### src/rtl/button_conditioner_if.sv
// Button pin and conditioned outputs bundled between the pin, the conditioner
// and the game FSM that consumes the clean pulses.
interface button_conditioner_if;
    logic       button_raw;
    logic       btn_level;
    logic       btn_press;
    logic       btn_release;
    logic       btn_long;
    logic [7:0] press_count;

    // master: the conditioner; slave: whoever drives the pin and consumes pulses
    modport master (
        input  button_raw,
        output btn_level,
        output btn_press,
        output btn_release,
        output btn_long,
        output press_count
    );

    modport slave (
        output button_raw,
        input  btn_level,
        input  btn_press,
        input  btn_release,
        input  btn_long,
        input  press_count
    );
endinterface

### src/rtl/button_conditioner.sv
// Push-button front-end: two-flop synchroniser, debounce FSM, and registered
// press / release / long-press pulses with a debounced level and press counter.
module button_conditioner #(
    parameter int DEBOUNCE_CYCLES   = 120000,
    parameter int LONG_PRESS_CYCLES = 24000000,
    parameter int ACTIVE_LOW        = 0
) (
    input  logic                 clk,
    input  logic                 rst,
    button_conditioner_if.master btn
);
    localparam int DW = $clog2(DEBOUNCE_CYCLES + 1);
    localparam int HW = $clog2(LONG_PRESS_CYCLES + 1);
    localparam logic [DW-1:0] DEB_LAST = DW'(DEBOUNCE_CYCLES - 1);
    localparam logic [HW-1:0] HOLD_SAT = HW'(LONG_PRESS_CYCLES - 1);
    localparam logic INV = (ACTIVE_LOW != 0);

    typedef enum logic [1:0] {IDLE, PRESS_Q, HELD, REL_Q} state_t;

    state_t        state,      stateNext;
    logic [DW-1:0] dcnt,       dcntNext;
    logic [HW-1:0] hcnt,       hcntNext;
    logic          level,      levelNext;
    logic          press,      pressNext;
    logic          rel,        relNext;
    logic          longPress,  longNext;
    logic [7:0]    count,      countNext;
    logic [1:0]    syncPipe;
    logic          s;

    // Inversion happens ahead of the synchroniser so reset (0) is always "released".
    always_ff @(posedge clk) begin
        if (rst) syncPipe <= '0;
        else     syncPipe <= {syncPipe[0], btn.button_raw ^ INV};
    end
    assign s = syncPipe[1];

    always_ff @(posedge clk) begin
        if (rst) begin
            state     <= IDLE;
            dcnt      <= '0;
            hcnt      <= '0;
            level     <= 1'b0;
            press     <= 1'b0;
            rel       <= 1'b0;
            longPress <= 1'b0;
            count     <= '0;
        end else begin
            state     <= stateNext;
            dcnt      <= dcntNext;
            hcnt      <= hcntNext;
            level     <= levelNext;
            press     <= pressNext;
            rel       <= relNext;
            longPress <= longNext;
            count     <= countNext;
        end
    end

    always_comb begin
        stateNext = state;
        dcntNext  = dcnt;
        hcntNext  = hcnt;
        levelNext = level;
        pressNext = 1'b0;
        relNext   = 1'b0;
        longNext  = 1'b0;
        countNext = count;

        // Hold timer runs through release qualification so a bounce keeps the
        // press's age; saturation makes the long pulse one-shot.
        if ((state == HELD || state == REL_Q) && hcnt != HOLD_SAT) begin
            hcntNext = hcnt + 1'b1;
            longNext = (hcntNext == HOLD_SAT);
        end

        case (state)
            IDLE: begin
                if (s) begin
                    stateNext = PRESS_Q;
                    dcntNext  = '0;
                end
            end
            PRESS_Q: begin
                if (!s) begin
                    stateNext = IDLE;
                end else if (dcnt == DEB_LAST) begin
                    stateNext = HELD;
                    levelNext = 1'b1;
                    pressNext = 1'b1;
                    countNext = count + 8'd1;
                    hcntNext  = '0;
                end else begin
                    dcntNext  = dcnt + 1'b1;
                end
            end
            HELD: begin
                if (!s) begin
                    stateNext = REL_Q;
                    dcntNext  = '0;
                end
            end
            REL_Q: begin
                if (s) begin
                    stateNext = HELD;
                end else if (dcnt == DEB_LAST) begin
                    stateNext = IDLE;
                    levelNext = 1'b0;
                    relNext   = 1'b1;
                end else begin
                    dcntNext  = dcnt + 1'b1;
                end
            end
            default: stateNext = IDLE;
        endcase
    end

    assign btn.btn_level   = level;
    assign btn.btn_press   = press;
    assign btn.btn_release = rel;
    assign btn.btn_long    = longPress;
    assign btn.press_count = count;
endmodule

### src/flat_wrapper.sv
// flat-port wrapper written by rule: the top's interface ports become plain ports
module button_conditioner_flat 
#(
    parameter int DEBOUNCE_CYCLES   = 120000,
    parameter int LONG_PRESS_CYCLES = 24000000,
    parameter int ACTIVE_LOW        = 0
)
  (clk, rst, btn_button_raw, btn_btn_level, btn_btn_press, btn_btn_release, btn_btn_long, btn_press_count);
  button_conditioner_if btn_i ();
  input  logic clk;
  input  logic rst;
  input wire logic [$bits(btn_i.button_raw)-1:0] btn_button_raw;
  output wire logic [$bits(btn_i.btn_level)-1:0] btn_btn_level;
  output wire logic [$bits(btn_i.btn_press)-1:0] btn_btn_press;
  output wire logic [$bits(btn_i.btn_release)-1:0] btn_btn_release;
  output wire logic [$bits(btn_i.btn_long)-1:0] btn_btn_long;
  output wire logic [$bits(btn_i.press_count)-1:0] btn_press_count;
  assign btn_i.button_raw = btn_button_raw;
  assign btn_btn_level = btn_i.btn_level;
  assign btn_btn_press = btn_i.btn_press;
  assign btn_btn_release = btn_i.btn_release;
  assign btn_btn_long = btn_i.btn_long;
  assign btn_press_count = btn_i.press_count;
  button_conditioner #(.DEBOUNCE_CYCLES(DEBOUNCE_CYCLES), .LONG_PRESS_CYCLES(LONG_PRESS_CYCLES), .ACTIVE_LOW(ACTIVE_LOW)) u_core (.clk(clk), .rst(rst), .btn(btn_i));
endmodule
### config.mk
export PLATFORM = sky130hd
export DESIGN_NAME = button_conditioner_flat
export DESIGN_NICKNAME = d
export VERILOG_FILES = /design/src/rtl/button_conditioner_if.sv /design/src/rtl/button_conditioner.sv /design/src/flat_wrapper.sv
export SDC_FILE = /design/constraint.sdc
export NUM_CORES = 1
export LEC_CHECK = 0
export BUFFER_PORTS_ARGS = -buffer_cell sky130_fd_sc_hd__buf_2
export CORE_ASPECT_RATIO = 2
export CORE_MARGIN = 10
export CORE_UTILIZATION = 35
export CTS_BUF_LIST = sky130_fd_sc_hd__clkbuf_8 sky130_fd_sc_hd__clkbuf_16
export DETAILED_ROUTE_END_ITERATION = 10
export GPL_ROUTABILITY_DRIVEN = 0
export HOLD_SLACK_MARGIN = 0.1
export PLACE_DENSITY = 0.5
export SLEW_MARGIN = 20
export SYNTH_ARGS = -nofsm -noshare
export SYNTH_HDL_FRONTEND = slang
export SYNTH_SLANG_ARGS = --single-unit
### constraint.sdc
create_clock -name clk -period 2.3 [get_ports clk]
set_input_delay 0.46 -clock clk [delete_from_list [all_inputs] [get_ports clk]]
set_output_delay 0.46 -clock clk [all_outputs]
set_load 0.05 [all_outputs]
; ---- Word-level counts from Yosys, hierarchy flattened
; Cells that the tools add are included.
[op_classes]
add_sub_neg = 3
eq_ne = 14
muxes = 23
bitwise_logic = 4
reduce_logical = 11
[op_table]
columns = operator, n
row1 = two-way mux 25 bit, 4
row2 = two-way mux 17 bit, 5
row3 = one-hot mux 17 bit (4 select lines), 1
row4 = adder 25 x 1 -> 25 bit (second input constant), 1
row5 = equality test 25 bit (second input constant), 1
row6 = != test 25 bit (second input constant), 1
row7 = adder 17 x 1 -> 17 bit (second input constant), 1
row8 = equality test 17 bit (second input constant), 1
row9 = two-way mux 2 bit, 6
row10 = adder 8 x 1 -> 8 bit (second input constant), 1
row11 = one-hot mux 2 bit (4 select lines), 1
row12 = AND reduction 4 bit, 2
row13 = != test 2 x 1 -> 1 bit (second input constant), 3
row14 = != test 2 bit (second input constant), 3
row15 = OR reduction 3 bit, 2
row16 = two-way mux 1 bit, 5
row17 = AND reduction 5 bit, 1
row18 = equality test 2 bit (second input constant), 2
row19 = inverter 1 bit, 4
row20 = != test 3 x 2 -> 1 bit (second input constant), 1
row21 = != test 3 bit (second input constant), 1
row22 = AND reduction 3 bit, 1
row23 = equality test 2 x 1 -> 1 bit (second input constant), 1
row24 = logical NOT 2 bit, 1
row25 = 5 further kinds, 5
[word_totals]
register_bits = 58
out_inout_bits = 12
elab_cells = 64

; ---- Logic depth before layout (Yosys ltp)
; Gate-level depths: netlist of run 1.
[depth]
ltp_word = 7
mapped_depth = 9
ltp_nobuf = 7

; ---- Worst setup path before layout of run 1
; No wires, ideal clock.
[synth_timing]
kind = reg-to-reg
start = register u_core.hcnt[0]
end = register u_core.hcnt[13]
arrival_ps = 1910
setup_slack_ps = 273
stages_incl_launch_ff = 10
synth_period_minus_slack_ps = 2027
cell_sequence = dfxtp_1 > ha_1 > inv_1 > or3_4 > o21a_1 > buf_2 > buf_2 > nand3_1 > xor2_1 > nor2_1
[synth_between]
elab_chain_len = 6
word_cells_on_any_way = 7
cone_classes = add/sub (1) / eq/ne (1) / mux (4) / reduce/logical (1)
[synth_lines]
columns = item, line
row1 = start: declaration, button_conditioner.sv:22  ; logic [HW-1:0] hcnt, hcntNext;
row2 = start signal: assignment, button_conditioner.sv:51  ; hcnt <= hcntNext;
row3 = branches (longest 2 deep; another with adder 25 x 1 -> 25 bit), -
row4 = two-way mux 25 bit (*), button_conditioner.sv:72  ; if ((state == HELD || state == REL_Q) && hcnt != HOLD_SAT) begin
row5 = two-way mux 25 bit, button_conditioner.sv:87  ; end else if (dcnt == DEB_LAST) begin
row6 = two-way mux 25 bit, button_conditioner.sv:85  ; if (!s) begin
row7 = two-way mux 25 bit (*), button_conditioner.sv:77  ; case (state)
; Every way passes the cells marked *.
; A chain may end at the register's enable or synchronous reset.

; ---- Worst setup path after layout of run 1
[layout_timing]
start = register u_core.hcnt[0]
end = register u_core.hcnt[20]
; The elaborated chain is that of the path after synthesis.

==> results of run 1 <==
[final cells by class]
class / count / area share
Clock buffer: 12 / 0.0770
Clock inverter: 3 / 0.0112
Inverter: 8 / 0.00867
Multi-Input combinational cell: 255 / 0.466
Sequential cell: 58 / 0.335
Tap cell: 96 / 0.0347
Timing Repair Buffer: 34 / 0.0672
[placed cells by master, fill, tap and decap left out, types with 2 or more instances in the layout]
master	synthesis	final
dfxtp_1	58	58
nor2_1	54	54
xor2_1	32	32
nand2_1	22	22
nand3_1	20	20
buf_4	0	19
xnor2_1	17	17
nand4_1	16	16
buf_2	8	14
and3_1	11	11
nor3_1	11	11
inv_1	8	9
clkbuf_16	0	9
o21ai_0	8	8
a21oi_1	8	8
or3_1	5	5
and4_1	4	4
nor2b_1	4	4
a31oi_1	4	4
ha_1	4	4
o21a_1	3	3
a211oi_1	3	3
nor4_1	3	3
clkbuf_8	0	3
and4bb_2	2	2
and4b_1	2	2
nor4bb_1	2	2
mux2i_1	2	2
nor3b_1	2	2
[flip-flops by register name (all words and copies together), names as in the netlist, named ones only]
signal                  flops
u_core.btn.btn_press        1
u_core.btn.press_count      8
u_core.btn.btn_long         1
u_core.state                1
u_core.dcnt                17
u_core.btn.btn_level        1
u_core.hcnt                25
u_core.syncPipe             2
u_core.btn.btn_release      1
[metal layers]
layer / vias up / routed length, um
li1: 1223 / -
met1: 1071 / 2470
met2: 29 / 3840
met3: 19 / 181
met4: 0 / 250
met5: - / 0
[cells in the mapped netlist (2+ instances only)]
master / instances / share of area
nor4bb_1: 2 / 0.0070
nand2_1: 22 / 0.029
clkbuf_2: 2 / 0.0035
and3_1: 11 / 0.024
xnor2_1: 17 / 0.052
and4b_1: 2 / 0.0070
and4bb_2: 2 / 0.0087
nor4_1: 3 / 0.0065
clkbuf_1: 4 / 0.0052
a211oi_1: 3 / 0.0078
nand4_1: 16 / 0.035
o21a_1: 3 / 0.0078
a21oi_1: 8 / 0.014
nand3_1: 20 / 0.035
dfxtp_1: 58 / 0.40
nor3_1: 11 / 0.019
a31oi_1: 4 / 0.0087
nor2_1: 54 / 0.071
buf_2: 8 / 0.014
inv_1: 8 / 0.010
nor2b_1: 4 / 0.0087
nor3b_1: 2 / 0.0052
and4_1: 4 / 0.012
ha_1: 4 / 0.017
mux2i_1: 2 / 0.0070
o21ai_0: 8 / 0.014
xor2_1: 32 / 0.098
or3_1: 5 / 0.011
[how the worst min path moves through the flow]
stage                               to               start  slack [ns]  depth (start not counted)
floorplan           u_core.syncPipe[1]  u_core.syncPipe[0]        0.41                          1
global placement    u_core.syncPipe[1]  u_core.syncPipe[0]        0.45                          1
detailed placement  u_core.syncPipe[1]  u_core.syncPipe[0]        0.44                          1
CTS                 u_core.syncPipe[0]      btn_button_raw        0.34                          2
global route        u_core.syncPipe[0]      btn_button_raw        0.39                          2
finish              u_core.syncPipe[0]      btn_button_raw        0.35                          2
[power by group through the flow]
stage          Clock (mW)  Combinational, mW  Sequential [mW]
2_1_floorplan           0             0.0256             1.04
3_3_place_gp            0             0.0495             1.04
3_5_place_dp            0             0.0495             1.04
4_1_cts              1.39             0.0496             1.01
5_1_grt              1.44             0.0539             1.01
6_report             1.35             0.0479             1.02
[stage by stage]
stage          cell area, um2   util  std cells
2_1_floorplan            2870      -        335
3_3_place_gp             3160  0.397        451
3_5_place_dp             3160  0.397        451
4_1_cts                  3460  0.436        466
5_1_grt                  3460  0.436        466
6_report                 3460  0.436        466
[logic make-up (layout without fill, tap and decap cells)]
| kind of cell | after synthesis | after routing | share of synthesized area |
|---|---|---|---|
| and+or+nand+nor | 170 | 170 | 0.322 |
| DFF | 58 | 58 | 0.405 |
| xor gates and xnor gates | 49 | 49 | 0.150 |
| AOI/OAI and AO/OA | 30 | 30 | 0.0659 |
| buffers and inverters | 22 | 57 | 0.0331 |
| adders and majority gates | 4 | 4 | 0.0174 |
| muxes | 2 | 2 | 0.00698 |
==> flow_metrics.tcl, run 1 <==
set metrics [dict create \
    endpoint_kind "register" \
    wl_per_cell_um 14.5 \
    fin_crit_ns 2.08 \
    n_antenna_cell 0 \
    worst_pin_slew_ns 0.641 \
    setup_ws_ns 0.224 \
    syn_area_um2 2870 \
    critPathMaxFanout 19 \
    power.density_nw_per_um2 697 \
    portBuffers 14 \
    report.final.slew_viol_count 0 \
    clk_latency_ns 0.32 \
    rr_startpoint "u_core.hcnt[0]" \
    r2r_end "u_core.hcnt[20]" \
    hold_slack_ns 0.348 \
    critical_path_class "reg2reg" \
    critPathArrivalTime_ns 2.29 \
    cts_num_sinks 58 \
    grtUsageTotal 0.113 \
    cp_top_family "simple AND/OR/NAND/NOR gates" \
    cap_violations 0 \
    syn_inst 335 \
    p_switching_mw 0.473 \
    drc 0 \
    dr.pass1.iters 4 \
    drt_iter0_drc 58 \
    row_count 46 \
    grt_pass1_vias 2387 \
    seqPwrFrac 0.421 \
    rr_worst_depth 7 \
    grt_overflow 0 \
    critPathLaunchType "register" \
    synth_enable_flop_cells 0 \
    grt_max_degree 26 \
    grt_setup_unrepaired "false" \
    power_mw 2.41 \
    htree_num_levels 3 \
    crit_chain "ha_1 -> inv_1 -> or3_4 -> o21a_1 -> nand4_1 -> xor2_1 -> nor2_1" \
    grtUsageMet3 0.0314 \
    synthArstFlopShare 0 \
    multi_input_area_um2 1610 \
    numCtsBuffers 9 \
    io_pins 15 \
    ctsLongestPathBuffers 2 \
    finalClockSkew_ns 0.00582 \
    routed_via_density 5.03 \
    combPwrFrac 0.020 \
    startpoint "u_core.hcnt[0]" \
    drive_gt1_frac 0.154 \
    grt_pass1_wl_um 11300 \
    outcome "finished, final reports clean" \
    post-cts-setup-buffers 0 \
    use_met1 0.0975 \
    p_sw_frac 0.196 \
    ctsHoldBuffers 0 \
    antenna_found_initial 0 \
    die_x_um 84.0 \
    die_area_um2 12400 \
    path_clk_slew_ns 0.05 \
    crit_buf_inv 1 \
    fill_cells 845 \
    crit_required_ns 2.51 \
    ir_drop_mv 0.414 \
    ys_warn_count 0 \
    synth_cell_types 44 \
    start_util 0.361 \
    fmax_mhz 482 \
    dp_hpwl_um 5070 \
    final.setup.tns_ns 0 \
    ant_nets 0 \
    intPower_mw 1.94 \
    wirelength_um 6740 \
    crit_end "u_core.hcnt[20]" \
    finalCritPeriodShare 0.902 \
    nNetsFinal 373 \
    cts_tree "built" \
    root_buffer "clkbuf_16" \
    grt_busiest_layer "met2" \
    crit_slowest_cell "dfxtp_1" \
    clock_power_share 0.559 \
    dp_slack_ns 0.207 \
    power.leakage_nw 1.31 \
    ys_ff_latch 58 \
    cp_slowest_stage_delay_ns 0.42 \
    setup_viol 0 \
    synth-seq-area-share 0.405 \
    core_area_um2 7940 \
    ys.flop_type "dfxtp_1" \
    vias 2342 \
    hold_violations 0 \
    synth_fp_nets 342 \
    cp.depth 7 \
    die_y_um 148 \
    avgSynthCellArea_um2 8.56 \
    regArea_um2 1160 \
    slew_headroom 0.573 \
    use_met2 0.214 \
    syn_to_final_growth_pct 20.7 \
    r2r_setup_slack_ns 0.22 \
    post_cts_resized 0 \
    hold_class "in2reg" \
]
Power figures use the tool's default switching activity.
==> run 2: changes to the inputs <==
==> constraint.sdc (replaced) <==
create_clock -name clk -period 1.95 [get_ports clk]
set_input_delay 0.39 -clock clk [delete_from_list [all_inputs] [get_ports clk]]
set_output_delay 0.39 -clock clk [all_outputs]
set_load 0.05 [all_outputs]
==> flow_metrics.tcl, run 2 (same netlist as run 1, synthesis figures left out) <==
set metrics [dict create \
    fill_cells 801 \
    start_util 0.361 \
    endpoint_kind "register" \
    io_pins 15 \
    drt_iter0_drc 85 \
    cap_violations 0 \
    hold_violations 0 \
    vias 2501 \
    final_common_cell "dfxtp_1" \
    highest_layer "met4" \
    syn_to_final_growth_pct 32.4 \
    clk_latency_ns 0.33 \
    final.setup.tns_ns 0 \
    die_x_um 84.0 \
    ant_nets 0 \
    outcome "finished, final reports clean" \
    cts_num_sinks 58 \
    finalClockSkew_ns 0.00793 \
    clock_power_share 0.585 \
    antenna_found_initial 0 \
    critPathArrivalTime_ns 2.07 \
    worst_pin_slew_ns 0.304 \
    crit_required_ns 2.16 \
    instances_no_fill 489 \
    grt_max_degree 26 \
    wirelength_um 7110 \
    die_y_um 148 \
    nNetsFinal 395 \
    grt_pass1_vias 2506 \
    seqPwrFrac 0.394 \
    grt_overflow 0 \
    path_clk_slew_ns 0.05 \
    htree_num_levels 3 \
    power_mw 3.03 \
    critical_path_class "reg2reg" \
    setup_viol 0 \
    final_cell_area_um2 3800 \
    drc 0 \
    place_area_um2 3310 \
    dp_hpwl_um 5190 \
    numCtsBuffers 9 \
    critPathLaunchType "register" \
    finish.utilization 0.478 \
    regMostFlops "u_core.hcnt" \
    route.met2.wl_um 4090 \
    report.final.slew_viol_count 0 \
    hold_class "in2reg" \
    dr.pass1.iters 4 \
    root_buffer "clkbuf_16" \
    p_sw_frac 0.193 \
    wl_per_cell_um 14.5 \
    ir_drop_mv 0.588 \
    n_antenna_cell 0 \
    routed_via_density 5.11 \
    placed_cells 468 \
    p_switching_mw 0.584 \
    met1Wirelength_um 2530 \
    drive_gt1_frac 0.249 \
    grtUsageTotal 0.117 \
    power.density_nw_per_um2 798 \
    combPwrFrac 0.020 \
    finalCritPeriodShare 0.952 \
    power.leakage_nw 1.47 \
    row_count 46 \
    fin_crit_ns 1.86 \
    critPathMaxFanout 15 \
    met3WireLength_um 196 \
    die_area_um2 12400 \
    grt_pass1_wl_um 11700 \
    intPower_mw 2.45 \
    fmax_mhz 539 \
    ctsHoldBuffers 0 \
    slew_headroom 0.796 \
    core_area_um2 7940 \
    ctsLongestPathBuffers 2 \
    mostFrequentLayoutCells "55 x dfxtp_1, 54 x nor2_1, 39 x buf_4" \
    portBuffers 14 \
    largest_reg_flops 25 \
    cts_tree "built" \
]
[run 2: power groups by stage]
stage | Clock (mW) | Sequential (mW) | Combinational [mW]
after floorplan | 0 | 1.23 | 0.0301
after global placement | 0 | 1.22 | 0.0632
after detailed placement | 0 | 1.22 | 0.0628
after CTS | 1.82 | 1.20 | 0.0629
after global routing | 1.87 | 1.20 | 0.0670
final | 1.77 | 1.20 | 0.0617
[run 2: routing by layer]
metal / GRT usage / vias to the layer above
li1: - / 1273
met1: 0.101 / 1183
met2: 0.229 / 26
met3: 0.0358 / 19
met4: 0.0572 / 0
met5: 0 / -
[run 2: through the flow]
step	setup slack (ns)	hold slack [ns]
6_report	0.0938	0.280
5_1_grt	-0.00275	0.305
4_1_cts	0.00741	0.271
3_5_place_dp	-0.0355	0.428
3_3_place_gp	-0.00241	0.428
2_1_floorplan	-0.000893	0.414
[run 2: path summary, 6_finish.rpt]
| path | startpoint | endpoint | slack, ns | depth (start not counted) |
|---|---|---|---|---|
| worst max register to register | u_core.hcnt[8] | u_core.hcnt[12] | 0.09 | 7 |
| worst min-delay path | btn_button_raw | u_core.syncPipe[0] | 0.28 | 2 |
| worst max-delay path | u_core.hcnt[8] | u_core.hcnt[12] | 0.09 | 7 |
| worst min register to register | u_core.syncPipe[0] | u_core.syncPipe[1] | 0.44 | 1 |
[run 2: what timing repair did]
item	in CTS	in global routing
pin swaps	2	5
buffers inserted	0	5
endpoints found under the setup margin	2	28
hold endpoints to repair	0	0
gates resized for setup	1	21
[run 2: cell type report]
class	instances	area (um2)	area share
Sequential cell	58	1160	0.307
Clock buffer	9	225	0.0593
Multi-Input combinational cell	255	1740	0.457
Clock inverter	7	109	0.0286
Tap cell	96	120	0.0316
Inverter	8	30.0	0.00790
Timing Repair Buffer	56	414	0.109
[run 2: critical path: stages, from the launching register on]
cell and delay (ns):
dfxtp_1 0.35, nand4_1 0.17, or3_4 0.48, o21a_1 0.24, buf_12 0.16, nand4_1 0.11, xor2_1 0.18, nor2_1 0.05
==> run 3: changes to the inputs <==
--- a/config.mk
+++ b/config.mk
@@ -9,11 +9,12 @@
 export CORE_ASPECT_RATIO = 2
 export CORE_MARGIN = 10
 export CORE_UTILIZATION = 35
-export CTS_BUF_LIST = sky130_fd_sc_hd__clkbuf_8 sky130_fd_sc_hd__clkbuf_16
+export CTS_BUF_LIST = sky130_fd_sc_hd__clkbuf_4 sky130_fd_sc_hd__clkbuf_8
 export DETAILED_ROUTE_END_ITERATION = 10
 export GPL_ROUTABILITY_DRIVEN = 0
 export HOLD_SLACK_MARGIN = 0.1
-export PLACE_DENSITY = 0.5
+export MAX_ROUTING_LAYER = met4
+export PLACE_DENSITY = 0.51
 export SLEW_MARGIN = 20
 export SYNTH_ARGS = -nofsm -noshare
 export SYNTH_HDL_FRONTEND = slang
==> constraint.sdc (replaced) <==
create_clock -name clk -period 1.6 [get_ports clk]
set_input_delay 0.32 -clock clk [delete_from_list [all_inputs] [get_ports clk]]
set_output_delay 0.32 -clock clk [all_outputs]
set_load 0.05 [all_outputs]
==> flow_metrics.tcl, run 3 (same netlist as run 1, synthesis figures left out) <==
set metrics [dict create \
    outcome "finished, violations left" \
    violations "negative setup slack" \
    row_count 46 \
    power.leakage_nw 1.79 \
    power_mw 3.00 \
    rr_worst_depth 8 \
    crit_required_ns 1.85 \
    largest_reg_flops 25 \
    hold_violations 0 \
    endpoint_kind "register" \
    regMostFlops "u_core.hcnt" \
    start_util 0.361 \
    cts_tree "built" \
    fmax_mhz 536 \
    numCtsBuffers 9 \
    power.density_nw_per_um2 653 \
    ant_nets 0 \
    setup_viol 43 \
    io_pins 15 \
    place_area_um2 3660 \
    wl_per_cell_um 15.3 \
    path_clk_slew_ns 0.07 \
    die_y_um 148 \
    htree_num_levels 3 \
    vias 2804 \
    grt_pass1_vias 2764 \
    dp_hpwl_um 5740 \
    grtUsageTotal 0.132 \
    grt_overflow 0 \
    ir_drop_mv 0.575 \
    finalClockSkew_ns 0.00760 \
    cap_violations 0 \
    drive_gt1_frac 0.517 \
    dp_slack_ns -0.283 \
    root_buffer "clkbuf_8" \
    syn_to_final_growth_pct 60.3 \
    fin_crit_ns 1.87 \
    wirelength_um 8350 \
    critPathLaunchType "register" \
    whs_path_depth 2 \
    critPathArrivalTime_ns 2.11 \
    mostFrequentLayoutCells "71 x buf_4, 45 x nor2_1, 39 x dfxtp_1" \
    slew_headroom 0.766 \
    antenna_found_initial 0 \
    report.final.slew_viol_count 0 \
    setup_ws_ns -0.266 \
    hold_class "in2reg" \
    final_cell_area_um2 4600 \
    ctsLongestPathBuffers 2 \
    portBuffers 14 \
    grt_max_degree 14 \
    worst_pin_slew_ns 0.349 \
    critical_path_class "reg2reg" \
    finalCritPeriodShare 1.17 \
    nNetsFinal 453 \
    n_antenna_cell 0 \
    dr.pass1.iters 4 \
    core_area_um2 7940 \
    clk_latency_ns 0.35 \
    drc 0 \
    drt_iter0_drc 63 \
    die_x_um 84.0 \
    cts_num_sinks 58 \
    die_area_um2 12400 \
    grt_pass1_wl_um 12900 \
    startpoint "u_core.hcnt[5]" \
    rr_startpoint "u_core.hcnt[5]" \
    fill_cells 739 \
    min_from "btn_button_raw" \
    routed_via_density 5.13 \
    final_common_cell "buf_4" \
    grt_setup_unrepaired "true" \
    critPathMaxFanout 5 \
]
==> run 3: final cells by class <==
| type | instances | area, um2 | share of cell area |
|---|---|---|---|
| Sequential cell | 58 | 1190 | 0.259 |
| Clock buffer | 12 | 159 | 0.0345 |
| Clock inverter | 4 | 50.0 | 0.0109 |
| Multi-Input combinational cell | 255 | 2100 | 0.456 |
| Timing Repair Buffer | 114 | 950 | 0.206 |
| Tap cell | 96 | 120 | 0.0261 |
| Inverter | 8 | 32.5 | 0.00707 |
==> run 3: per-stage QoR <==
step / setup TNS (ns) / hold slack, ns / instances / util
3_5_place_dp: -11.13 / 0.431 / 511 / 0.461
6_report: -6.60 / 0.178 / 547 / 0.579
2_1_floorplan: -6.09 / 0.392 / 335 / -
3_3_place_gp: -9.51 / 0.420 / 511 / 0.461
5_1_grt: -10.42 / 0.184 / 547 / 0.579
4_1_cts: -3.92 / 0.166 / 536 / 0.527
==> run 3: path summary, 6_finish.rpt <==
check	end	slack, ns
max	u_core.hcnt[14]	-0.27
min	u_core.syncPipe[0]	0.18
max reg2reg	u_core.hcnt[14]	-0.27
min reg2reg	u_core.syncPipe[1]	0.45
==> run 3: power breakdown <==
group	switching [mW]	internal (mW)	leakage, nW
combinational	0.0674	0.0554	1.21
sequential	0.00504	1.45	0.478
clock	0.611	0.818	0.102
==> run 3: worst max-delay path: stages (launching register included) <==
cell and delay, ns:
dfxtp_2 0.34, nand4_1 0.13, buf_4 0.17, or3_4 0.38
o21a_4 0.27, buf_6 0.14, nand4_1 0.11, xor2_1 0.18
nor2_1 0.05
==> run 3: repair_timing <==
action / 4_1_cts / 5_1_grt
pin swaps: 63 / 45
setup endpoints to repair: 53 / 49
resized for setup: 64 / 76
endpoints found under the hold margin: 0 / 0
buffers inserted: 8 / 8
cloned: 2 / 3
hold buffers: 0 / 0
==> run 3: per-layer routing <==
metal | part of all wire | track usage | vias to the layer above
met2 | 0.60 | 0.252 | 46
li1 | - | - | 1382
met3 | 0.025 | 0.0303 | 25
met1 | 0.33 | 0.111 | 1351
met4 | 0.046 | 0.0749 | 0
met5 | 0 | - | -
